### config.mk
export PLATFORM = sky130hd
export DESIGN_NAME = pwm_note_scheduler
export DESIGN_NICKNAME = d
export VERILOG_FILES = /design/src/rtl/pwm_note_scheduler.sv
export SDC_FILE = /design/constraint.sdc
export NUM_CORES = 1
export LEC_CHECK = 0
export BUFFER_PORTS_ARGS = -buffer_cell sky130_fd_sc_hd__buf_2
export CAP_MARGIN = 25
export CORE_UTILIZATION = 43
export DETAILED_ROUTE_END_ITERATION = 8
export GPL_TIMING_DRIVEN = 0
export PLACE_DENSITY = 0.59
export SLEW_MARGIN = 15
export SYNTH_ARGS = -nofsm -noshare
export SYNTH_HDL_FRONTEND = slang
export SYNTH_SLANG_ARGS = --single-unit
export TNS_END_PERCENT = 10
### constraint.sdc
create_clock -name clk -period 8.25 [get_ports clk]
set_input_delay 0.4125 -clock clk [delete_from_list [all_inputs] [get_ports clk]]
set_output_delay 0.4125 -clock clk [all_outputs]
set_load 0.005 [all_outputs]
### src/rtl/pwm_note_scheduler.sv
// SPI-frame driven note scheduler: synchronises the MCU chip-enable, queues
// ENQUEUE frames in a small FIFO and plays each note as a fixed-period PWM burst.
module pwm_note_scheduler #(
  parameter int unsigned FIFO_DEPTH  = 4,
  parameter int unsigned SYNC_STAGES = 2
) (
  input  logic                               clk,
  input  logic                               reset_n,
  input  logic                               ce,
  input  logic [47:0]                        frame,
  output logic                               pwm,
  output logic                               busy,
  output logic [$clog2(FIFO_DEPTH+1)-1:0]    fifo_count,
  output logic                               overflow
);

  localparam int unsigned CW = $clog2(FIFO_DEPTH + 1);
  localparam int unsigned PW = $clog2(FIFO_DEPTH);

  typedef enum logic [1:0] {
    S_IDLE,
    S_LOAD,
    S_PLAY
  } state_t;

  typedef struct packed {
    logic [15:0] per;
    logic [15:0] hi;
    logic [13:0] dur;
  } note_t;

  logic [SYNC_STAGES-1:0] ce_sync_q;
  logic                   ce_prev_q;
  logic                   ce_fall;
  logic                   cmd_enq;
  logic                   cmd_flush;

  always_ff @(posedge clk or negedge reset_n) begin
    if (!reset_n) begin
      ce_sync_q <= '0;
      ce_prev_q <= 1'b0;
    end else begin
      ce_sync_q <= {ce_sync_q[SYNC_STAGES-2:0], ce};
      ce_prev_q <= ce_sync_q[SYNC_STAGES-1];
    end
  end

  assign ce_fall   = ce_prev_q & ~ce_sync_q[SYNC_STAGES-1];
  assign cmd_enq   = ce_fall && (frame[47:46] == 2'b01);
  assign cmd_flush = ce_fall && (frame[47:46] == 2'b10);

  note_t           mem_q [FIFO_DEPTH];
  logic [PW-1:0]   wr_ptr_q, wr_ptr_d;
  logic [PW-1:0]   rd_ptr_q, rd_ptr_d;
  logic [CW-1:0]   count_q, count_d;
  logic            ovf_q, ovf_d;
  logic            fifo_full;
  logic            push;
  logic            pop;
  note_t           head;

  state_t          state_q;
  logic [15:0]     per_q;
  logic [15:0]     hi_q;
  logic [13:0]     dur_q;
  logic [15:0]     phase_q;
  logic [13:0]     rem_q;
  logic            pwm_q;
  logic            busy_q;

  assign fifo_full = (count_q == CW'(FIFO_DEPTH));
  assign push      = cmd_enq && !fifo_full;
  // Pop decision uses the registered count, so a same-cycle push into an
  // empty FIFO only becomes poppable on the following cycle.
  assign pop       = (state_q == S_IDLE) && (count_q != '0) && !cmd_flush;
  assign head      = mem_q[rd_ptr_q];

  always_comb begin
    wr_ptr_d = wr_ptr_q;
    rd_ptr_d = rd_ptr_q;
    count_d  = count_q;
    ovf_d    = ovf_q;
    if (cmd_flush) begin
      wr_ptr_d = '0;
      rd_ptr_d = '0;
      count_d  = '0;
      ovf_d    = 1'b0;
    end else begin
      if (push) begin
        wr_ptr_d = wr_ptr_q + PW'(1);
      end
      if (pop) begin
        rd_ptr_d = rd_ptr_q + PW'(1);
      end
      count_d = count_q + CW'(push) - CW'(pop);
      if (cmd_enq && fifo_full) begin
        ovf_d = 1'b1;
      end
    end
  end

  always_ff @(posedge clk or negedge reset_n) begin
    if (!reset_n) begin
      wr_ptr_q <= '0;
      rd_ptr_q <= '0;
      count_q  <= '0;
      ovf_q    <= 1'b0;
    end else begin
      wr_ptr_q <= wr_ptr_d;
      rd_ptr_q <= rd_ptr_d;
      count_q  <= count_d;
      ovf_q    <= ovf_d;
    end
  end

  always_ff @(posedge clk) begin
    if (push) begin
      mem_q[wr_ptr_q] <= note_t'({frame[45:30], frame[29:14], frame[13:0]});
    end
  end

  // The popped entry is copied on the IDLE->LOAD edge because the read
  // pointer advances on that same edge; LOAD then validates the copy.
  always_ff @(posedge clk or negedge reset_n) begin
    if (!reset_n) begin
      state_q <= S_IDLE;
      per_q   <= '0;
      hi_q    <= '0;
      dur_q   <= '0;
      phase_q <= '0;
      rem_q   <= '0;
      pwm_q   <= 1'b0;
      busy_q  <= 1'b0;
    end else if (cmd_flush) begin
      state_q <= S_IDLE;
      pwm_q   <= 1'b0;
      busy_q  <= 1'b0;
    end else begin
      case (state_q)
        S_IDLE: begin
          pwm_q <= 1'b0;
          if (pop) begin
            per_q   <= head.per;
            hi_q    <= head.hi;
            dur_q   <= head.dur;
            state_q <= S_LOAD;
            busy_q  <= 1'b1;
          end else begin
            busy_q  <= 1'b0;
          end
        end
        S_LOAD: begin
          if ((per_q == '0) || (dur_q == '0)) begin
            state_q <= S_IDLE;
            busy_q  <= 1'b0;
            pwm_q   <= 1'b0;
          end else begin
            phase_q <= '0;
            rem_q   <= dur_q;
            state_q <= S_PLAY;
            busy_q  <= 1'b1;
            pwm_q   <= (hi_q != '0);
          end
        end
        S_PLAY: begin
          if (phase_q == (per_q - 16'd1)) begin
            if (rem_q == 14'd1) begin
              state_q <= S_IDLE;
              busy_q  <= 1'b0;
              pwm_q   <= 1'b0;
            end else begin
              rem_q   <= rem_q - 14'd1;
              phase_q <= '0;
              pwm_q   <= (hi_q != '0);
            end
          end else begin
            phase_q <= phase_q + 16'd1;
            pwm_q   <= ((phase_q + 16'd1) < hi_q);
          end
        end
        default: begin
          state_q <= S_IDLE;
          busy_q  <= 1'b0;
          pwm_q   <= 1'b0;
        end
      endcase
    end
  end

  assign pwm        = pwm_q;
  assign busy       = busy_q;
  assign fifo_count = count_q;
  assign overflow   = ovf_q;

endmodule

==> flow_summary.ini, run 1 <==
[cts]
clock_latency_ns = 0.55
clkTransAtPathRegs_ns = 0.06
clock-root-buffer = clkbuf_16
htreeDepth = 1
cts_tree = built
cts_resized = 0
cts_setup_buffers = 0
cts-buffers-inserted = 30
cts.sinks = 275
clockBufferDepth = 3

[critical_path]
regToRegSetupSlack_ns = 4.58
critPathSlowestCell = or4_1
worstSetupStartpointType = register
slowest_delay_ns = 0.54
crit_type = reg -> reg
crit_path_cell_trace = inv_1 > ha_1 > nor2b_1 > a31oi_1 > or4_1 > nor3_2 > nand4_2 > nor2_1 > nand4_1 > o311ai_0
crit_required_ns = 8.67
path_delay_family = simple AND/OR/NAND/NOR gates
crit_buf_inv = 1
arrival_ns = 4.10
critPathMaxFanout = 9
crit_path_end_kind = register

[power_and_ir_drop]
power.leakage_nw = 5.01
ir_worst_vdd_mv = 0.123
clkPwrFrac_pct = 29.0
power_mw = 4.78
switchingPower_mw = 1.57
pwr-share-comb_pct = 31.1
pwr-share-seq_pct = 39.8
p_per_area_nw_per_um2 = 342
internal_power_mw = 3.21
switching_share_pct = 32.8

[sta]
min_period_ns = 3.67
setup_violations = 0
rsz0062_at_grt = false
tightest_slew_ns = 0.948
max_freq_ghz = 0.272
period_share_pct = 44.5
slew_violations = 0
whs_ns = 0.0758
fin_skew_ns = 0.0108
timing.slew.headroom_pct = 36.8
tns_ns = 0
hold_violations = 0

[synthesis]
synth.yosys.warnings = 0
ys_ff_latch = 275
yosysTopAreaCell = edfxtp_1
seq_area_frac_synth_pct = 64.5
syn_nets = 893
postSynthAreaPerCell_um2 = 14.9
ys_types = 65
synth.area.top_cells = edfxtp_1 (46%), dfrtp_1 (19%), mux4_2 (8.6%)
yosysTopAreaCellShare_pct = 45.7
async_flop_share_pct = 33.1
syn_inst = 813
synth.cell_area_um2 = 12100
synth_edf_count = 184
ys.flop_type = edfxtp_1

[routing]
route.detailed.drc = 0
drt_wl_total_um = 25300
via_per_inst = 5.45
via_count = 7122
antenna_left = 0
drtPass1Iterations = 5
drt_iter0_drc = 450
wl_per_cell_um = 19.3

[final_layout]
diodes = 0
seq_area_um2 = 7800
final_common_cell = edfxtp_1
drive_above_1_share_pct = 22.1
final_cell_mix = edfxtp_1 (184), dfrtp_1 (91), buf_2 (56)
final_core_util_pct = 50.4
num-fill-cells = 2368
nets = 985
areaGrowthSynthToFinish_pct = 15.5
final_area_um2 = 14000
multi_input_area_um2 = 3950

[min_path]
min_path_type = in -> reg

[grt]
grt_usage_pct = 18.3
antenna_found_initial = 0
grt_pass1_vias = 7231
grt_pass1_wl_um = 40700
gr-total-overflow = 0
grt_max_degree = 61

[outcome]
status = complete, no violations

[floorplanning]
start_util_pct = 43.7
rows = 61
chipWidth_um = 170
pin_count = 57
core_um2 = 27700
die_area_um2 = 28800
die_y_um = 170

[placement]
placed_cell_area_um2 = 12900
gp_congestion = 0.857
dp_hpwl_um = 16400
io_buffers = 56

[run]
cap_violations = 0
final cells by class:
class	instances	share of cell area (%)
plain buffers	35	1.19
repair buffers	60	2.50
clock buffers	39	6.06
inverters	49	1.32
multi-input cells	454	28.3
well taps	378	3.39
clock inverters	17	1.40
flip-flops and latches	275	55.9
synthesized netlist by cell type, drive strengths merged (2+ instances only):
library cell and count:
edfxtp 184, dfrtp 91, inv 49, mux4 46
o21ai 40, nand2 38, xnor2 30, nand4 29
ha 28, mux2 28, nor2 28, a21oi 21
clkbuf 21, nand3 19, nor3 19, buf 14
nor4 13, and3 12, xor2 11, mux2i 8
o311ai 8, and2 7, o22ai 7, nand2b 6
or4 6, o211ai 5, a21o 4, a211oi 3
a311oi 3, nor2b 3, or2 3, or3 3
o2111a 2, o221ai 2, o31ai 2
metrics by stage:
| stage | setup WS (ns) | cells |
|---|---|---|
| 3_5_place_dp | 4.57 | 1248 |
| 4_1_cts | 4.58 | 1306 |
| 5_1_grt | 4.27 | 1307 |
| 2_1_floorplan | 5.27 | 813 |
| 3_3_place_gp | 4.41 | 1247 |
| 6_report | 4.58 | 1307 |
registers in the layout, summed over array words and instances, names as in the netlist:
signal and count:
mem_q 184, per_q 16, dur_q 14, hi_q 16, overflow 1, pwm 1, rem_q 14, busy 1
state_q 2, ce_sync_q 2, rd_ptr_q 2, wr_ptr_q 2, phase_q 16, ce_prev_q 1, fifo_count 3
power by group through the flow:
stage | clock (mW) | sequential (mW) | combinational (mW)
after global routing | 1.47 | 1.93 | 1.67
after CTS | 1.42 | 1.90 | 1.50
after floorplan | 0 | 1.86 | 1.12
after detailed placement | 0 | 1.93 | 1.50
final | 1.39 | 1.90 | 1.49
after global placement | 0 | 1.93 | 1.47
cell families (layout without fill, tap and decap cells):
logic type,Yosys count,count (layout),synth area share [%]
flops,275,275,64.5
buf+inv,84,200,2.90
mux,82,82,11.8
xor+xnor,41,41,2.97
fa+ha+maj,29,29,3.06
simple gates,193,193,8.76
compound gates,109,109,5.97
layer usage:
layer	track usage [%]	routed length (µm)	vias up
met1	26.4	11700	3619
met2	29.8	12100	157
li1	-	-	3318
met4	4.11	363	0
met5	0	0	-
met3	2.36	1120	28
what timing repair did:
| item | CTS | global route |
|---|---|---|
| hold endpoints to repair | 32 | 0 |
| hold buffers | 2 | 0 |
| setup endpoints to repair | 0 | 0 |
worst paths after layout:
path | startpoint | depth (start not counted) | to
min reg2reg | ce_sync_q[0] | 0 | ce_sync_q[1]
max in group asynchronous | reset_n | 3 | per_q[14]
min in group asynchronous | reset_n | 2 | hi_q[4]
max reg2reg | per_q[0] | 10 | rem_q[6]
max | per_q[0] | 10 | rem_q[6]
min | frame[18] | 1 | mem_q[0][18]
(Power assumes the default switching activity.)
==> inputs of run 2 (changes only) <==
Settings changed: PLACE_DENSITY 0.59 to 0.61.
Clock period 8.25 ns to 3.34 ns, I/O delays scaled along.
==> flow_summary.ini, run 2 (synthesis gave the netlist of run 1 again) <==
[routing]
drt_wl_total_um = 25700
route.detailed.drc = 0
drtPass1Iterations = 5
via_count = 7366
wl_per_cell_um = 18.9
via_per_inst = 5.42
antenna_left = 0
drt_iter0_drc = 429

[critical_path]
regToRegSetupSlack_ns = 0.16
critPathMaxFanout = 10
worstSetupStartpointType = register
crit_required_ns = 3.77
crit_type = reg -> reg
arrival_ns = 3.61
crit_path_end_kind = register

[cts]
cts-buffers-inserted = 29
clock-root-buffer = clkbuf_16
clockBufferDepth = 3
clock_latency_ns = 0.56
htreeDepth = 1
cts_tree = built
clkTransAtPathRegs_ns = 0.06
cts.sinks = 275

[final_layout]
final_area_um2 = 14500
final_cell_mix = edfxtp_1 (184), dfrtp_1 (91), buf_2 (56)
final_core_util_pct = 52.3
nets = 1037
top_register = mem_q
final_common_cell = edfxtp_1
largest_reg_flops = 184
drive_above_1_share_pct = 21.7
diodes = 0
areaGrowthSynthToFinish_pct = 19.9

[sta]
fin_ws_ns = 0.163
timing.slew.headroom_pct = 37.9
setup_violations = 0
min_period_ns = 3.18
fin_skew_ns = 0.0182
tns_ns = 0
max_freq_ghz = 0.315
rsz0062_at_grt = true
slew_violations = 0
period_share_pct = 95.1
hold_violations = 0
tightest_slew_ns = 0.931

[grt]
antenna_found_initial = 0
grt_pass1_vias = 7540
gr-total-overflow = 0
grt_usage_pct = 18.5
grt_max_degree = 63
grt_pass1_wl_um = 41200

[floorplanning]
core_um2 = 27700
chipWidth_um = 170
pin_count = 57
start_util_pct = 43.7
die_area_um2 = 28800
die_y_um = 170
rows = 61

[placement]
dp_hpwl_um = 16500
preCtsSetupSlack_ns = -0.265
io_buffers = 56
gp_congestion = 0.880
placed_cell_area_um2 = 12900

[run]
cap_violations = 0

[power_and_ir_drop]
p_per_area_nw_per_um2 = 813
power.leakage_nw = 5.22
power_mw = 11.8
ir_worst_vdd_mv = 0.382

[outcome]
status = complete, no violations

[min_path]
min_path_type = in -> reg
## run 2: path summary, 6_finish.rpt
check / startpoint / to / cells after the start
worst max-delay path: per_q[0] / phase_q[7] / 13
worst min-delay path: frame[47] / overflow / 3
worst max register to register: per_q[0] / phase_q[7] / 13
worst min register to register: ce_sync_q[0] / ce_sync_q[1] / 0
max in group asynchronous: reset_n / rem_q[2] / 3
min in group asynchronous: reset_n / ce_prev_q / 2
## run 2: worst max-delay path: stages (launching register included)
cell and delay (ns):
dfrtp_1 0.44, inv_1 0.15, ha_4 0.19, nor2b_4 0.21, a31oi_1 0.09, or4_1 0.54, nor3_4 0.24, nand4_4 0.20
or2_1 0.28, buf_6 0.13, buf_2 0.19, buf_4 0.19, nand4_1 0.09, o21ai_0 0.08
## run 2: layer usage
metal / track usage, % / routed length (µm)
met5: 0 / 0
met2: 29.8 / 11900
met1: 26.0 / 11900
met3: 2.33 / 1130
met4: 5.99 / 754
## run 2: through the flow
stage               cells  hold slack (ns)
global route         1358           0.0570
global placement     1247            0.288
finish               1358           0.0536
floorplan             813           -0.129
CTS                  1353           0.0279
detailed placement   1250           0.0703
## run 2: power breakdown
part	internal [mW]	switching, mW
Sequential	4.18	0.532
Combinational	1.76	2.07
Clock	1.91	1.34
Total	7.85	3.94
## run 2: cell type report
cell class / count / area [µm²]
Fill cell: 2311 / 13200
Sequential cell: 275 / 7800
Multi-Input combinational cell: 454 / 4010
Timing Repair Buffer: 114 / 905
Clock buffer: 33 / 741
Tap cell: 378 / 473
Clock inverter: 21 / 216
Inverter: 49 / 184
Buffer: 34 / 164
## run 2: what timing repair did
action                     in CTS  in global routing
pin swaps                       0                  2
hold endpoints to repair      282                  0
hold buffers                   49                  0
setup endpoints to repair      32                 32
setup buffers                   0                  5
resized for setup              11                  6
